**config.mk**
```make
export PLATFORM = sky130hd
export DESIGN_NAME = div_issue_ctrl
export DESIGN_NICKNAME = d
export VERILOG_FILES = /design/src/rtl/div_issue_ctrl.sv
export SDC_FILE = /design/constraint.sdc
export NUM_CORES = 1
export LEC_CHECK = 0
export CAP_MARGIN = 20
export CORE_MARGIN = 4
export CORE_UTILIZATION = 35
export DETAILED_ROUTE_END_ITERATION = 12
export PLACE_DENSITY = 0.72
export RECOVER_POWER = 25
export REMOVE_ABC_BUFFERS = 1
export SYNTH_ARGS = -nofsm -noshare
export SYNTH_HDL_FRONTEND = slang
export SYNTH_SLANG_ARGS = --single-unit
```
**constraint.sdc**
```tcl
create_clock -name clk -period 2.8 [get_ports clk]
set_clock_uncertainty 0.05 [all_clocks]
set_input_delay 0.56 -clock clk [delete_from_list [all_inputs] [get_ports clk]]
set_output_delay 0.56 -clock clk [all_outputs]
set_load 0.1 [all_outputs]
```
**src/rtl/div_issue_ctrl.sv**
```systemverilog
// EX-stage sequencer for MIPS DIV/DIVU: latches operands, runs the divider
// start/annul handshake, stalls EX while busy and issues one HI/LO write.
module div_issue_ctrl #(
    parameter int unsigned DW            = 32,
    parameter int unsigned CANCEL_CYCLES = 3
) (
    input  logic          clk,
    input  logic          rst_n,
    input  logic          ex_div_valid_i,
    input  logic          ex_div_signed_i,
    input  logic [DW-1:0] ex_op1_i,
    input  logic [DW-1:0] ex_op2_i,
    input  logic          flush_i,
    input  logic [2*DW-1:0] div_result_i,
    input  logic          div_ready_i,
    output logic          div_start_o,
    output logic          div_annul_o,
    output logic          div_signed_o,
    output logic [DW-1:0] div_op1_o,
    output logic [DW-1:0] div_op2_o,
    output logic          stallreq_o,
    output logic          hilo_we_o,
    output logic [DW-1:0] hi_o,
    output logic [DW-1:0] lo_o
);

    localparam int unsigned CW = (CANCEL_CYCLES < 2) ? 1 : $clog2(CANCEL_CYCLES + 1);

    typedef enum logic [1:0] {
        IDLE,
        BUSY,
        DONE,
        CANCEL
    } state_e;

    state_e          state_q;
    logic [CW-1:0]   cnt_q;
    logic            start_q;
    logic            annul_q;
    logic            signed_q;
    logic [DW-1:0]   op1_q;
    logic [DW-1:0]   op2_q;
    logic [DW-1:0]   hi_q;
    logic [DW-1:0]   lo_q;
    logic            issue;

    assign issue = ex_div_valid_i & ~flush_i;

    always_ff @(posedge clk or negedge rst_n) begin
        if (!rst_n) begin
            state_q  <= IDLE;
            cnt_q    <= '0;
            start_q  <= 1'b0;
            annul_q  <= 1'b0;
            signed_q <= 1'b0;
            op1_q    <= '0;
            op2_q    <= '0;
            hi_q     <= '0;
            lo_q     <= '0;
        end else begin
            case (state_q)
                IDLE: begin
                    if (issue) begin
                        op1_q    <= ex_op1_i;
                        op2_q    <= ex_op2_i;
                        signed_q <= ex_div_signed_i;
                        start_q  <= 1'b1;
                        state_q  <= BUSY;
                    end
                end
                // Operands and signed flag stay frozen: the divider re-reads
                // them at completion for sign correction.
                BUSY: begin
                    if (flush_i) begin
                        start_q <= 1'b0;
                        annul_q <= 1'b1;
                        cnt_q   <= CW'(CANCEL_CYCLES);
                        state_q <= CANCEL;
                    end else if (div_ready_i) begin
                        hi_q    <= div_result_i[2*DW-1:DW];
                        lo_q    <= div_result_i[DW-1:0];
                        start_q <= 1'b0;
                        state_q <= DONE;
                    end
                end
                DONE: begin
                    state_q <= IDLE;
                end
                CANCEL: begin
                    cnt_q <= cnt_q - CW'(1);
                    if (cnt_q == CW'(1)) begin
                        annul_q <= 1'b0;
                        state_q <= IDLE;
                    end
                end
                default: begin
                    state_q <= IDLE;
                end
            endcase
        end
    end

    assign stallreq_o   = (state_q == BUSY) | ((state_q == IDLE) & issue);
    assign hilo_we_o    = (state_q == DONE) & ~flush_i;
    assign div_start_o  = start_q;
    assign div_annul_o  = annul_q;
    assign div_signed_o = signed_q;
    assign div_op1_o    = op1_q;
    assign div_op2_o    = op2_q;
    assign hi_o         = hi_q;
    assign lo_o         = lo_q;

endmodule

```
# [Yosys cells after proc, flatten, opt, wreduce, memory -nomap -nowiden]
# Index checks and enable logic that the tools add are counted.
[totals] regBits=135 out_inout_bits=133 word_cells=46
[classes] eq_ne=8 muxes=14 bitwise=5 n_reduce_logical=9 add_sub_neg=1
[ops] operator="AND reduction 3 bit" count=4
[ops] operator="two-way mux 2 bit" count=5
[ops] operator="one-hot mux 2 bit (4 select lines)" count=1
[ops] operator="!= test 2 bit, second input constant" count=3
[ops] operator="two-way mux 1 bit" count=5
[ops] operator="== test 2 x 1 -> 1 bit, second input constant" count=2
[ops] operator="== test 2 bit, second input constant" count=2
[ops] operator="one-hot mux 1 bit (2 select lines)" count=2
[ops] operator="one-hot mux 2 bit (2 select lines)" count=1
[ops] operator="AND reduction 2 bit" count=2
[ops] operator="nonzero test 2 bit" count=2
[ops] operator="bitwise AND 1 bit" count=3
[ops] operator="!= test 3 bit, second input constant" count=1
[ops] operator="zero test 2 bit" count=1
[ops] operator="subtractor 2 x 1 -> 2 bit, second input constant" count=1
[ops] operator="inverter 1 bit" count=1
[ops] operator="bitwise OR 1 bit" count=1

# [Logic depth before layout (Yosys ltp)]
[depth] word_depth=4 ltp_mapped=6 mapped_depth_nobuf=5

# [Worst setup path after synthesis]
# Ideal clock, no wire load.
[synth_timing] path_type="input to output" startpoint="input port flush_i" endpoint="output port hilo_we_o" required_time_ns=2.190 arrival_time_ns=2.926 setup_slack_ns=-0.736 path_buffers=1 cell_stages=2 cell_sequence="buf_2 > nor3b_1"
[synth_via] elab_chain_cells=2
[synth_lines] item="start: declaration" line_no="13" text="input logic flush_i,"
[synth_lines] item="inverter 1 bit (no line)"
[synth_lines] item="bitwise AND 1 bit" line_no="104" text="assign hilo_we_o = (state_q == DONE) & ~flush_i;"
[synth_lines] item="end: declaration" line_no="22" text="output logic hilo_we_o,"
# No other way between the ends.

# [Worst setup path in the final report]
[layout_timing] startpoint="register state_q[1]" endpoint="output port hilo_we_o"
[layout_via] elab_chain_cells=2
[layout_lines] item="start: declaration" line_no="36" text="state_e state_q;"
[layout_lines] item="start signal: assignment" line_no="51" text="state_q <= IDLE;"
[layout_lines] item="start signal: assignment" line_no="68" text="state_q <= BUSY;"
[layout_lines] item="start signal: assignment" line_no="78" text="state_q <= CANCEL;"
[layout_lines] item="== test 2 bit" line_no="104"
[layout_lines] item="bitwise AND 1 bit" line_no="104"
# No other way between the ends.

==> flow_summary_export.csv <==
group,metric,value,unit
clock_network,clkTransAtPathRegs,0.05,ns
synthesis,syn_inst,307,
grt,track_usage,0.148,
synthesis,synth-seq-cells,135,
critical_path,crit_buf_inv,1,
grt,first_global_vias,3784,
critical_path,slowest_delay,0.63,ns
clock_network,postCtsSetupRepairBufs,0,
clock_network,insertion_delay,0.40,ns
timing,clock.fmax,440,MHz
clock_network,cts_htree_levels,4,
timing,worst_pin_slew,1.49,ns
outcome,violations,"max-capacitance violations",
timing,min_period,2.27,ns
synthesis,ys_types,24,
clock_network,hold_buffers,0,
routing,drtIter0Drc,86,
clock_network,cts_resized,0,
timing,slew_headroom,0.00447,
synthesis,synth_area_leaders,"dfrtp_1 66%, mux2_2 27%, buf_6 1.8%",
floorplanning,die_area,0.0167,mm²
floorplanning,rows,44,
floorplanning,die_y,129,µm
critical_path,crit_fanout,12,
routing,drc_errors,0,
clock_network,cts_tree,"done",
critical_path,end_kind,"primary output",
critical_path,startpoint_type,"flip-flop",
outcome,status,"complete, but fails checks",
timing,setup_viol,0,
floorplanning,start_util,0.355,
clock_network,clockBufferDepth,2,
grt,grt_pass1_wl,19100,µm
layout,final_core_util,0.569,
layout,nets,716,
timing,finalCritPeriodShare,0.812,
placement,portBuffers,266,
floorplanning,core_area,0.0145,mm²
synthesis,async_flop_share,1.00,
synthesis,yosys_warnings,0,
routing,avgViaCountPerCell,4.57,
synthesis,synth_top_area_frac,0.657,
worst_hold_path,worst_hold_path_type,"flip-flop to flip-flop",
placement,finalWeightedCongestion,0.723,
run,maxCapViolations,1,
synthesis,yosys.area.top_type,"dfrtp_1",
critical_path,path_delay_family,"flip-flops",
clock_network,clock-root-buffer,"clkbuf_16",
grt,grt_max_degree,68,
layout,antennaDiodeCount,0,
synthesis,synth_common_cells,"135 x dfrtp_1, 125 x mux2_2, 8 x buf_6",
timing,slew_violations,0,
timing,hold_violations,0,
routing,drt_wl_total,12900,µm
placement,dp_hpwl,9690,µm
critical_path,path_class,"flip-flop to primary output",
synthesis,synth_edf_count,0,
grt,grt_remaining_overflow,0,
routing,dr.pass1.iters,4,
floorplanning,num_io_pins,267,
synthesis,avgSynthCellArea,16.7,µm²
routing,via_count,3557,
clock_network,clock_sinks,135,
floorplanning,die_w,129,µm
routing,wl_per_cell,16.6,µm
timing,rsz0062_at_grt,"no",
critical_path,crit_chain,"nor3b_1 > buf_12",
grt,grt_antenna_before_repair,0,
critical_path,crit_required,2.19,ns
routing,ant_nets,0,
synthesis,yosysMostFrequentCell,"dfrtp_1",
critical_path,crit_path_top_delay_cell,"dfrtp_1",
layout,drive_gt1_frac,0.497,
timing,hold_ws,0.441,ns
synthesis,seq_area_frac_synth,0.657,
synthesis,syn_area,0.00514,mm²
layout,syn_to_final_growth,60.3,%
clock_network,numCtsBuffers,17,
critical_path,cp.arrival,1.66,ns
synthesis,synth_ff_type,"dfrtp_1",
[state kept, by name (all words and copies together), names as in the netlist]
register / cells
div_signed_o: 1
div_op2_o: 32
cnt_q: 2
div_start_o: 1
div_annul_o: 1
state_q: 2
div_op1_o: 32
lo_o: 32
hi_o: 32
[routing by layer]
layer / global-route usage / part of all wire / wire, µm / up-vias
met5: 0 / 0 / 0 / -
met4: 0.0574 / 0.012 / 161 / 0
met3: 0.0758 / 0.13 / 1620 / 13
met2: 0.247 / 0.49 / 6330 / 181
met1: 0.161 / 0.37 / 4800 / 1732
li1: - / - / - / 1631
[worst paths after layout]
kind,start,to,slack [ns],depth (start not counted)
hold reg to reg,lo_o[12],lo_o[12],0.44,1
max in group asynchronous,rst_n,div_op1_o[6],0.65,2
setup / recovery,state_q[1],hilo_we_o,0.53,2
setup reg to reg,state_q[0],lo_o[23],1.00,4
hold / removal,lo_o[12],lo_o[12],0.44,1
min in group asynchronous,rst_n,hi_o[22],0.47,1
[stage by stage]
step / area, µm² / setup TNS [ns] / setup WS, ns / instances
floorplan: 5000 / -69.58 / -1.04 / 291
global placement: 7680 / 0 / 0.525 / 746
detailed placement: 7680 / 0 / 0.471 / 746
CTS: 8260 / 0 / 0.503 / 778
global route: 8240 / 0 / 0.233 / 778
finish: 8240 / 0 / 0.526 / 778
[final cells by class]
class / count / area, µm²
fill: 1115 / 6240
sequential: 135 / 3380
timing repair buffer: 271 / 2420
multi-input combinational: 154 / 1620
clock buffer: 24 / 482
tap: 184 / 230
clock inverter: 8 / 96.3
inverter: 2 / 7.51
[cell families (layout without fill, tap and decap cells)]
| family | after synthesis | in the layout | share of synthesized area |
|---|---|---|---|
| AOI/OAI and AO/OA | 8 | 8 | 0.0102 |
| and+or+nand+nor | 16 | 16 | 0.0195 |
| adders and majority gates | 1 | 1 | 0.00243 |
| DFF | 135 | 135 | 0.657 |
| muxes | 129 | 129 | 0.283 |
| buffers and inverters | 18 | 305 | 0.0280 |
[cell usage in the layout, fill, tap and decap left out, types with 2 or more instances in the layout]
cell and count:
clkdlybuf4s50_1 132, nand2_1 6, clkbuf_8 3, buf_4 132, nor2_1 3, clkbuf_1 4
bufinv_16 2, clkbuf_16 17, clkinv_2 4, nor3b_1 2, a21oi_1 2, mux2_1 4
buf_12 5, inv_1 2, mux2_2 125, nor3_4 2, clkbuf_2 2, dfrtp_1 135
Power is not shown: default switching activity piles up to over one toggle a cycle in this logic, so the estimate is an artifact.
==> edit 1: new RTL, same flow settings <==
Add an input register stage for `ex_div_valid_i`; this delays it by one clock. The other inputs are not delayed to match.
--- a/src/rtl/div_issue_ctrl.sv
+++ b/src/rtl/div_issue_ctrl.sv
@@ -35,2 +35,8 @@
 
+    logic ex_div_valid_q;
+
+    always_ff @(posedge clk) begin
+        ex_div_valid_q <= ex_div_valid_i;
+    end
+
     state_e          state_q;
@@ -46,3 +52,3 @@
 
-    assign issue = ex_div_valid_i & ~flush_i;
+    assign issue = ex_div_valid_q & ~flush_i;
 
Behaviour: not the same (Yosys sat finds a counterexample within 4 cycles, from zero or initial values and one cycle with rst_n low).
==> edit 1 against the original RTL <==
The flow finishes with violations (max-capacitance violations, max-slew violations). Synthesized area increased by 0.39%. Design area up 1.1%. Global-route usage increased by 0.51 points. Sequential cell count rose by 1. Final cell count up 0.26%. Routed wire length up 0.35%. Setup slack better by 0.0097 ns.
Power is not shown: default switching activity piles up to over one toggle a cycle in this logic, so the estimate is an artifact.
==> edit 1: results (changes against the original RTL) <==
- The antenna diode count is 0 (unchanged).
- The post-DP HPWL is 9.63 mm (-0.61%).
- The clock insertion delay at the later pin of the skew report is 0.40 ns (about the same).
- The class of the tightest hold or removal check is register to register.
- The worst hold path stage count was 1 (unchanged).
- The max-capacitance violation count is 1 (unchanged).
- The launch point of the critical path is state_q[1]$_DFFE_PN0P_.
- By area the synthesized netlist is led by sky130_fd_sc_hd__dfrtp_1 (65%), sky130_fd_sc_hd__mux2_2 (27%), sky130_fd_sc_hd__buf_6 (1.7%).
- The total of warnings raised by yosys is 0 (unchanged).
- The share of the yosys chip area belonging to registers is 65.9% (+0.13 points).
- The met1 capacity usage during global routing is 17.9% (+1.9 points).
- The critical register-to-register path endpoint is lo_o[13]$_DFFE_PN0P_.
- The clock slew at the register clock pins of the worst setup and hold paths was 0.05 ns (about the same).
- The average detailed-routed wire length per instance is 16.6 um (about the same).
- The hold path startpoint is cnt_q[1]$_DFFE_PN0P_.
- The number of cells on the worst reg-to-reg path is 4 (unchanged).
- The combined global-route utilization of all metal layers is 15.3% (+0.51 points).
- The met2 track demand over resource is 23.9% (-0.76 points).
- The share of cells above drive strength 1 is 49.8% (+0.17 points).
- The cell type of the slowest stage on the worst timing path is sky130_fd_sc_hd__dfrtp_1.
- The routed via count is 3574 (+0.48%).
- The worst-path maximum fanout came to 12 (unchanged).
- After synthesis, the most frequently instantiated cells are sky130_fd_sc_hd__dfrtp_1 (135), sky130_fd_sc_hd__mux2_2 (125), sky130_fd_sc_hd__buf_6 (8).
- The hold-fix buffer count after cts was 0 (unchanged).
- The worst-case hold slack came to 0.439 ns (-0.00226 ns).
- In the synthesized netlist the dominant register cell turns out to be sky130_fd_sc_hd__dfrtp_1.
- The total of fill cells in the finished design is 1146 (+2.8%).
- The proportion of synthesized flip-flops having asynchronous set or reset is 99.3% (-0.74 points).
- The first-pass GRT wire length is 19.7 mm (+3.3%).
- The run finished, with violations left.
- The endpoint with the worst hold slack is cnt_q[1]$_DFFE_PN0P_.
- The buffer type at the clock tree root is sky130_fd_sc_hd__clkbuf_16.
- The family of cells with the greatest summed delay on the critical path is flip-flops.
- The net total in the final layout is 718 (+0.28%).
- The placer congestion estimate is 0.758 (+4.8%).
- The final number of max-transition violations came to 63 (+63).
- The number of global-route vias before repair is 3826 (+1.1%).
- The met3 routing resource usage after global routing is 7.87% (+0.29 points).
- The count of distinct cell types in the synthesized netlist is 25 (+4.2%).
- The worst register-to-register path begins at state_q[0]$_DFFE_PN0P_.
- The remaining max-slew budget at the tightest pin came to -6.58% (-7.0 points).
- The worst setup slack before clock tree synthesis is 0.487 ns (+0.0167 ns).
- The final reports fail on max-capacitance violations, max-slew violations.
- The number of H-tree branching levels is 4 (unchanged).
- The initial detailed-routing violation count was 133 (+55%).
- The largest net degree at the start of global routing is 65 (-4.4%).
## edit 1: cell types whose count changed after synthesis
cell                      unedited run  this run
sky130_fd_sc_hd__dfxtp_1             0         1
## edit 1: how the worst max path moves through the flow
stage / to / slack, ns / depth (start not counted)
floorplan: div_op1_o[0]$_DFFE_PN0P_ / -1.04 / 3
global placement: lo_o[19]$_DFFE_PN0P_ / 0.53 / 5
detailed placement: lo_o[13]$_DFFE_PN0P_ / 0.49 / 5
CTS: hilo_we_o / 0.48 / 2
global route: div_op2_o[24]$_DFFE_PN0P_ / 0.25 / 2
finish: hilo_we_o / 0.54 / 2
## edit 1: cell type report
cell class,count,area [um^2],share of cell area [%]
repair buffers,272,2430,29.2
well taps,184,230,2.76
clock buffers,22,474,5.69
clock inverters,10,166,2.00
multi-input cells,154,1620,19.5
inverters,2,7.51,0.0901
flip-flops and latches,136,3400,40.8
## edit 1: cells by family (layout without fill, tap and decap cells)
family	count (synthesis)	after routing	synth area share [%]
muxes	129	129	28.2
DFF	136	136	65.9
adders and majority gates	1	1	0.242
and+or+nand+nor	16	16	1.94
buffers and inverters	18	306	2.79
AOI/OAI and AO/OA	8	8	1.02
## edit 1: worst register-to-register path: stages (launching register included)
cell                      delay [ns]
sky130_fd_sc_hd__dfrtp_1        0.55
sky130_fd_sc_hd__nand2_1        0.15
sky130_fd_sc_hd__nor3_4         0.17
sky130_fd_sc_hd__buf_12         0.31
sky130_fd_sc_hd__mux2_2         0.46
## edit 1: per-layer routing
metal | vias up | part of all wire, %
li1 | 1643 | -
met1 | 1722 | 39
met2 | 190 | 46
met3 | 19 | 13
met4 | 0 | 2.0
met5 | - | 0
## edit 1: through the flow
stage          util [%]  instance area [um^2]  TNS (ns)  instances
6_report           57.5                  8330         0        780
5_1_grt            57.5                  8330         0        780
4_1_cts            57.6                  8340         0        780
3_5_place_dp       53.2                  7700         0        748
3_3_place_gp       53.2                  7700         0        748
2_1_floorplan         -                  5020    -69.58        292
==> edit 2: new RTL, same settings <==
Made on the original files. `DW`: 32 -> 48.
--- a/src/rtl/div_issue_ctrl.sv
+++ b/src/rtl/div_issue_ctrl.sv
@@ -3,3 +3,3 @@
 module div_issue_ctrl #(
-    parameter int unsigned DW            = 32,
+    parameter int unsigned DW            = 48,
     parameter int unsigned CANCEL_CYCLES = 3
Interface: changed (7 resized); port bits go from 267 to 395. The function was not compared with the original's and may differ.
==> edit 2 against the original RTL <==
The run ends with max-capacitance violations, max-slew violations left. Core utilization is 0.51 points lower. Critical endpoint is now stallreq_o. Register-to-register slack worse by 0.10 ns. Setup slack worse by 0.16 ns. Routed wire length rose by 58%. Sequential cell count grew 64. Synthesized area increased by 45%. Design area up 44%.
Power is left out: the tool's default activity adds up to more than one toggle a clock period on the data nets, which glitch-free logic cannot reach.
==> edit 2: results (changes against the original RTL) <==
- The flow ran to the end, but the final reports show violations.
- The checks that failed: max-capacitance violations, max-slew violations.
- After synthesis, the most frequently instantiated cells are sky130_fd_sc_hd__dfrtp_1 (199), sky130_fd_sc_hd__mux2_2 (185), sky130_fd_sc_hd__buf_2 (15).
- The worst register-to-register path ends at lo_o[41]$_DFFE_PN0P_.
- Among cell families on the critical path, the largest total delay comes from buffers and inverters.
- In this run the most critical hold path is launched from div_op1_o[9]$_DFFE_PN0P_.
- For hold timing, the worst endpoint is div_op1_o[9]$_DFFE_PN0P_.
- The worst-case hold slack is 0.442 ns (+0.000420 ns).
- The first-pass GRT wire length is 31.7 mm (+66%).
- The number of buffer cells added on primary ports is 394 (+48%).
- The post-DP HPWL is 15.6 mm (+61%).
- The data arrival time of the critical path is 1.82 ns (+0.16 ns).
- The internal reg-to-reg setup slack came to 0.90 ns (-0.10 ns).
- The largest individual stage delay along the critical path comes from the cell sky130_fd_sc_hd__clkdlybuf4s50_1.
- The highest cell delay on the worst timing path is 0.56 ns (-0.07 ns).
- The cell area after placement was 0.0113 mm^2 (+47%).
- The count of distinct cell types in the synthesized netlist is 23 (-4.2%).
- The initial detailed-routing violation count is 143 (+66%).
- The wire length after detailed routing came to 20.4 mm (+58%).
- The max-capacitance violation count was 1 (unchanged).
- The clock slew at the register clock pins of the worst setup and hold paths is 0.07 ns (+0.02 ns).
- The net total in the final layout came to 1043 (+46%).
- Yosys attributes the largest share of cell area to sky130_fd_sc_hd__dfrtp_1 (67%), sky130_fd_sc_hd__mux2_2 (28%), sky130_fd_sc_hd__mux2_1 (1.2%).
- The total of fill cells in the finished design is 1762 (+58%).
- The final number of max-transition violations is 74 (+74).
- The number of cells on the worst reg-to-reg path is 5 (+1).
- The share of the yosys chip area belonging to registers is 66.8% (+1.1 points).
- The number of global-route vias before repair is 5618 (+48%).
- The remaining max-slew budget at the tightest pin is -28.1% (-29 points).
==> edit 2: cell types whose count changed after synthesis, sizes merged <==
cell / before / now
mux2: 129 / 193
dfrtp: 135 / 199
buf: 15 / 22
==> edit 2: worst max path at each step <==
stage	startpoint	end	slack, ns	depth (start not counted)
6_report	flush_i	stallreq_o	0.37	4
3_5_place_dp	flush_i	div_op2_o[18]$_DFFE_PN0P_	0.24	5
4_1_cts	flush_i	stallreq_o	0.36	4
5_1_grt	rst_n	div_op1_o[3]$_DFFE_PN0P_	0.19	2
3_3_place_gp	flush_i	div_op1_o[19]$_DFFE_PN0P_	0.27	5
2_1_floorplan	div_ready_i	hi_o[0]$_DFFE_PN0P_	-2.19	3
==> edit 2: final cells by class <==
cell class	instances	area [um^2]	area share (%)
timing repair buffer	406	3620	30.5
clock buffer	19	433	3.65
clock inverter	13	130	1.10
sequential	199	4980	42.0
tap	275	344	2.90
inverter	2	7.51	0.0633
multi-input combinational	218	2340	19.8
==> edit 2: worst register-to-register path: stages, from the launching register on <==
cell	delay (ns)
sky130_fd_sc_hd__dfrtp_1	0.55
sky130_fd_sc_hd__nand2_1	0.15
sky130_fd_sc_hd__nor3_4	0.17
sky130_fd_sc_hd__buf_12	0.23
sky130_fd_sc_hd__buf_12	0.26
sky130_fd_sc_hd__mux2_2	0.38
==> edit 2: layer usage <==
layer	track usage, %	wire length (um)	vias up
met4	5.38	319	0
met3	7.35	2060	17
met2	29.6	10500	243
li1	-	-	2367
met5	0	0	-
met1	19.1	7530	2545
==> edit 2: cells by family after synthesis <==
logic type | share of synthesized area (%)
fa+ha+maj | 0.168
compound gates | 0.705
buf+inv | 1.86
flops | 66.8
simple gates | 1.34
mux | 29.1
==> edit 2: through the flow <==
| step | TNS [ns] | instances | worst slack, ns |
|---|---|---|---|
| 6_report | 0 | 1132 | 0.369 |
| 3_5_place_dp | 0 | 1100 | 0.241 |
| 4_1_cts | 0 | 1132 | 0.363 |
| 2_1_floorplan | -288.83 | 419 | -2.19 |
| 3_3_place_gp | 0 | 1100 | 0.274 |
| 5_1_grt | 0 | 1132 | 0.192 |
